$ cat config.mk
export PLATFORM = sky130hd
export DESIGN_NAME = div4b_seq_flat
export DESIGN_NICKNAME = d
export VERILOG_FILES = /design/src/rtl/div4b_seq_if.sv /design/src/rtl/div4b_seq.sv /design/src/flat_wrapper.sv
export SDC_FILE = /design/constraint.sdc
export NUM_CORES = 1
export LEC_CHECK = 0
export CORE_ASPECT_RATIO = 0.9
export CORE_MARGIN = 3
export CORE_UTILIZATION = 30
export CTS_BUF_LIST = sky130_fd_sc_hd__clkbuf_8
export DETAILED_ROUTE_END_ITERATION = 16
export GPL_ROUTABILITY_DRIVEN = 0
export PLACE_DENSITY = 0.48
export SLEW_MARGIN = 25
export SYNTH_ARGS = -nofsm -noshare
export SYNTH_HDL_FRONTEND = slang
export SYNTH_SLANG_ARGS = --single-unit
$ cat constraint.sdc
create_clock -name clk -period 3.25 [get_ports clk]
set_input_delay 0.325 -clock clk [delete_from_list [all_inputs] [get_ports clk]]
set_output_delay 0.325 -clock clk [all_outputs]
set_load 0.02 [all_outputs]
$ cat src/rtl/div4b_seq_if.sv
// Operand/result bundle for the 4-bit sequential divider.
// The master side drives the request; the slave side is the divider itself.
interface div4b_seq_if;
  logic       init;
  logic [3:0] A;
  logic [3:0] B;
  logic [3:0] Q;
  logic [3:0] R;
  logic       busy;
  logic       done;
  logic       div_zero;

  modport master (output init, A, B, input Q, R, busy, done, div_zero);
  modport slave  (input init, A, B, output Q, R, busy, done, div_zero);
endinterface

$ cat src/rtl/div4b_seq.sv
// 4-bit unsigned restoring divider, one quotient bit per clock, MSB first.
//
// state   | meaning
// --------+-----------------------------------------------------------
// S_IDLE  | waiting for init; operands captured on accept
// S_CHECK | divisor test; zero divisor short-circuits to S_DONE
// S_ITER  | one trial subtraction per cycle, i counts 3 down to 0
// S_DONE  | done strobe for one cycle; Q/R/div_zero already loaded
module div4b_seq (
  input  logic        clk,
  input  logic        rst,
  div4b_seq_if.slave  bus
);

  typedef enum logic [1:0] {S_IDLE, S_CHECK, S_ITER, S_DONE} state_t;

  state_t     state_q, state_d;
  logic [3:0] a_q, a_d;
  logic [3:0] b_q, b_d;
  logic [3:0] rem_q, rem_d;
  logic [3:0] qw_q, qw_d;
  logic [3:0] q_q, q_d;
  logic [3:0] r_q, r_d;
  logic [1:0] i_q, i_d;
  logic       dz_q, dz_d;

  // Trial value: working remainder with the next dividend bit shifted in.
  // Kept 5 bits wide so a remainder near 15 does not wrap before the compare.
  logic [4:0] t;
  logic       ge;

  // State and datapath registers; reset discards any partial result.
  always_ff @(posedge clk) begin
    if (rst) begin
      state_q <= S_IDLE;
      a_q     <= '0;
      b_q     <= '0;
      rem_q   <= '0;
      qw_q    <= '0;
      q_q     <= '0;
      r_q     <= '0;
      i_q     <= '0;
      dz_q    <= 1'b0;
    end else begin
      state_q <= state_d;
      a_q     <= a_d;
      b_q     <= b_d;
      rem_q   <= rem_d;
      qw_q    <= qw_d;
      q_q     <= q_d;
      r_q     <= r_d;
      i_q     <= i_d;
      dz_q    <= dz_d;
    end
  end

  // Next-state and datapath update; Q/R only change on the edge into S_DONE.
  always_comb begin
    state_d = state_q;
    a_d     = a_q;
    b_d     = b_q;
    rem_d   = rem_q;
    qw_d    = qw_q;
    q_d     = q_q;
    r_d     = r_q;
    i_d     = i_q;
    dz_d    = dz_q;

    t  = {rem_q, a_q[3]};
    ge = (t >= {1'b0, b_q});

    case (state_q)
      S_IDLE: begin
        if (bus.init) begin
          a_d     = bus.A;
          b_d     = bus.B;
          rem_d   = '0;
          qw_d    = '0;
          dz_d    = 1'b0;
          i_d     = 2'd3;
          state_d = S_CHECK;
        end
      end
      S_CHECK: begin
        if (b_q == 4'd0) begin
          q_d     = 4'hF;
          r_d     = a_q;
          dz_d    = 1'b1;
          state_d = S_DONE;
        end else begin
          state_d = S_ITER;
        end
      end
      S_ITER: begin
        a_d       = {a_q[2:0], 1'b0};
        // When ge holds the true difference is below b_q, so 4 bits suffice.
        rem_d     = ge ? (t[3:0] - b_q) : t[3:0];
        qw_d[i_q] = ge;
        if (i_q == 2'd0) begin
          q_d     = qw_d;
          r_d     = rem_d;
          state_d = S_DONE;
        end else begin
          i_d = i_q - 2'd1;
        end
      end
      S_DONE: begin
        state_d = S_IDLE;
      end
      default: begin
        state_d = S_IDLE;
      end
    endcase
  end

  assign bus.Q        = q_q;
  assign bus.R        = r_q;
  assign bus.div_zero = dz_q;
  assign bus.busy     = (state_q == S_CHECK) || (state_q == S_ITER);
  assign bus.done     = (state_q == S_DONE);

endmodule

$ cat src/flat_wrapper.sv
// flat-port wrapper written by rule: the top's interface ports become plain ports
module div4b_seq_flat 
  (clk, rst, bus_init, bus_A, bus_B, bus_Q, bus_R, bus_busy, bus_done, bus_div_zero);
  div4b_seq_if bus_i ();
  input  logic clk;
  input  logic rst;
  input wire logic [$bits(bus_i.init)-1:0] bus_init;
  input wire logic [$bits(bus_i.A)-1:0] bus_A;
  input wire logic [$bits(bus_i.B)-1:0] bus_B;
  output wire logic [$bits(bus_i.Q)-1:0] bus_Q;
  output wire logic [$bits(bus_i.R)-1:0] bus_R;
  output wire logic [$bits(bus_i.busy)-1:0] bus_busy;
  output wire logic [$bits(bus_i.done)-1:0] bus_done;
  output wire logic [$bits(bus_i.div_zero)-1:0] bus_div_zero;
  assign bus_i.init = bus_init;
  assign bus_i.A = bus_A;
  assign bus_i.B = bus_B;
  assign bus_Q = bus_i.Q;
  assign bus_R = bus_i.R;
  assign bus_busy = bus_i.busy;
  assign bus_done = bus_i.done;
  assign bus_div_zero = bus_i.div_zero;
  div4b_seq u_core (.clk(clk), .rst(rst), .bus(bus_i));
endmodule
==> summary.md <==
| Metric | Value |
|---|---|
| Status | finished, final reports clean |
| Root buf cell | clkbuf_8 |
| P&R area growth vs syn | 25.4% |
| Drt total wl | between 3 and 4 mm |
| Count leader, synth | dfxtp_1 |
| Largest area contributor in the synthesized netlist | dfxtp_1 |
| Synth top cells by count | dfxtp_1 (29), nor2_1 (18), nand2_1 (17) |
| Clk_lat worst skew | 0.28 ns |
| Antenna-violating nets left | 0 |
| Fraction of layout cells with a size suffix above 1 | 0.0663 |
| Max-cap violations | 0 |
| Power per cell area | 939 nW/µm² |
| Initial DRT Pass Iterations | 4 |
| Initial core utilization | 0.323 |
| Core box area | around 4600 µm² |
| Worst Path Buf+Inv | 1 |
| Syn_nets | approximately 200 |
| Final Max Slew Viols | 0 |
| Register clock-pin slew on the reported worst setup and hold paths | 0.06 ns |
| Top cells by area, synth | dfxtp_1 (39%), ha_1 (11%), mux2i_1 (8.0%) |
| Final HPWL DP | approximately 2.7 mm |
| Initial antenna violation count | 0 |
| Cts repair resizes | 0 |
| # hold bufs at CTS | 0 |
| Total number of vias | approximately 1300 |
| Final Non-Filler Cells | between 200 and 300 |
| Ant diodes | 0 |
| P_leak | around 0.00074 µW |
| Largest net degree at the start of global routing | 15 |
| EDFF count, synth | 0 |
| Syn Std Cell Area | around 1500 µm² |
| Fmax | about 0.48 GHz |
| RSZ-0062 raised after global routing | false |
| Fin Hold WS | about 0.46 ns |
| Chip Height | between 70 and 80 µm |
| Final Hold Vio Count | 0 |
| CP peak stage delay | about 0.43 ns |
| Post-Route Setup TNS | 0 ns |
| Worst slew pin tran | a little over 0.6 ns |
| Synth warnings | 0 |
| Initial DRC Count | 79 |
| Ports | 22 |
| Max-slew headroom | 0.593 |
| NumNets Final | 220 |
| Number of global-route vias before repair | roughly 1300 |
| Dpl cells | 250 |
| CTS max path bufs | 2 |
| Crit path required time | between 3 and 4 ns |
| Chip Width | 80.5 µm |
| Global-route wire length before repair | ~6.2 mm |
| CP Data Arrival Time | roughly 2.3 ns |
| Die ar. | a little under 6000 µm² |
| CP endpoint kind | flip-flop |
| Post-route minimum period | ~2.1 ns |
| Post-CTS setup buffer count | 0 |
| Syn_area_per_cell | 8.81 µm² |
| Cells along the critical path | inv_1 > ha_1 > o21ai_0 > a22oi_2 > mux2_2 > a211oi_1 |
| Number of cell rows | 23 |
| Total power | 1760 µW |
| Critical path fanouts, max | 7 |
| Slowest-stage cell, CP | mux2_2 |
| Final Setup Violations | 0 |
| Critical path's top delay family | compound AO/OA/AOI/OAI gates |
| # H-tree levels | 2 |
| Grt total ovfl | 0 |
| Synth top area share | 0.388 |
| CTS tree | done |
| Fill count | 468 |
| Synth Instances | 170 |
| Hold crit path type | flip-flop to flip-flop |
| Post-synthesis sequential area ratio | 0.388 |
| IO Port Bufs | 21 |
| # DRC | 0 |
| Worst Setup Path Type | flip-flop to flip-flop |
| Ys async rst share | 0 |
| Synth Flop Type | dfxtp_1 |
| Avg WL per Cell | roughly 14 µm |
| Synthesized flop and latch total | 29 |
| # clock sinks | 29 |
| Peak supply drop | between 0.5 and 0.6 mV |
| Max Clock Skew | 0.00659 ns |
| Distinct cells, synth | 32 |
| Vias per cell | roughly 4.9 |
| Startpoint Class | flip-flop |
| Overall Global Routing Usage | 0.137 |
| Final Cycle Share | 0.645 |
| Total CTS buffers | 5 |
-- worst paths after layout --
kind	from	cells past startpoint	end	slack [ns]
worst min-delay path	u_core.qw_q[1]$_SDFFE_PP0P_	2	u_core.qw_q[1]$_SDFFE_PP0P_	0.46
worst max-delay path	u_core.b_q[2]$_SDFFE_PP0P_	6	u_core.bus.R[0]$_SDFFE_PP0P_	1.15
worst min register to register	u_core.qw_q[1]$_SDFFE_PP0P_	2	u_core.qw_q[1]$_SDFFE_PP0P_	0.46
worst max register to register	u_core.b_q[2]$_SDFFE_PP0P_	6	u_core.bus.R[0]$_SDFFE_PP0P_	1.15
-- power breakdown --
group / switching (µW) / internal, µW
logic: 536 / 373
registers: 76.6 / 452
clock network: 136 / 191
-- layer usage --
layer  up-vias  wire length (µm)  global-route usage
met4         0                85              0.0619
met2        26              1540               0.210
met5         -                 0                   0
met1       581              1720               0.182
li1        653                 -                   -
met3         9               147              0.0333
-- tightest hold or removal path, cell delays in order (launching register included) --
cell	delay, ns
dfxtp_1	0.32
nand2_1	0.04
o21ai_0	0.06
-- per-stage QoR --
stage	utilization	setup WS (ns)	area [µm²]
after CTS	0.405	1.15	1880
final	0.405	1.15	1880
after global placement	0.383	1.20	1780
after global routing	0.405	0.994	1880
after detailed placement	0.383	1.18	1780
after floorplan	-	1.49	1500
-- kinds of logic after synthesis --
logic type               after synthesis  synth area share
adder cells (fa/ha/maj)               14             0.122
AO/OA/AOI/OAI                         47             0.206
multiplexers                          13            0.0877
flip-flops                            29             0.388
XOR/XNOR                               1           0.00585
AND/OR/NAND/NOR                       51             0.153
buffers and inverters                 15            0.0384
-- layout by cell type, fill, tap and decap left out, types with 2 or more instances in the layout --
| cell type | n |
|---|---|
| inv_1 | 11 |
| a211oi_1 | 11 |
| o21bai_1 | 3 |
| nand3b_1 | 2 |
| a21oi_1 | 11 |
| dfxtp_1 | 29 |
| nand3_1 | 5 |
| clkbuf_8 | 7 |
| nand2b_1 | 2 |
| nor2_1 | 18 |
| o21ai_0 | 12 |
| mux2i_1 | 12 |
| clkdlybuf4s50_1 | 21 |
| nand2_1 | 17 |
| a31oi_1 | 2 |
| ha_1 | 13 |
| nor3_1 | 4 |
-- registers in the layout, summed over array words and instances, names as in the netlist --
signal / count
u_core.a_q: 4
u_core.b_q: 4
u_core.bus.Q: 4
u_core.bus.R: 4
u_core.qw_q: 4
u_core.rem_q: 4
u_core.i_q: 2
u_core.state_q: 2
u_core.bus.div_zero: 1
-- cell type report --
class	instances	area (µm²)	area share
flip-flops and latches	29	581	0.309
inverters	11	41.3	0.0220
clock buffers	7	96.3	0.0513
clock inverters	1	5.00	0.00266
repair buffers	22	218	0.116
multi-input cells	126	860	0.458
well taps	62	77.6	0.0413
Note: power is estimated with default switching activity, not from simulation.
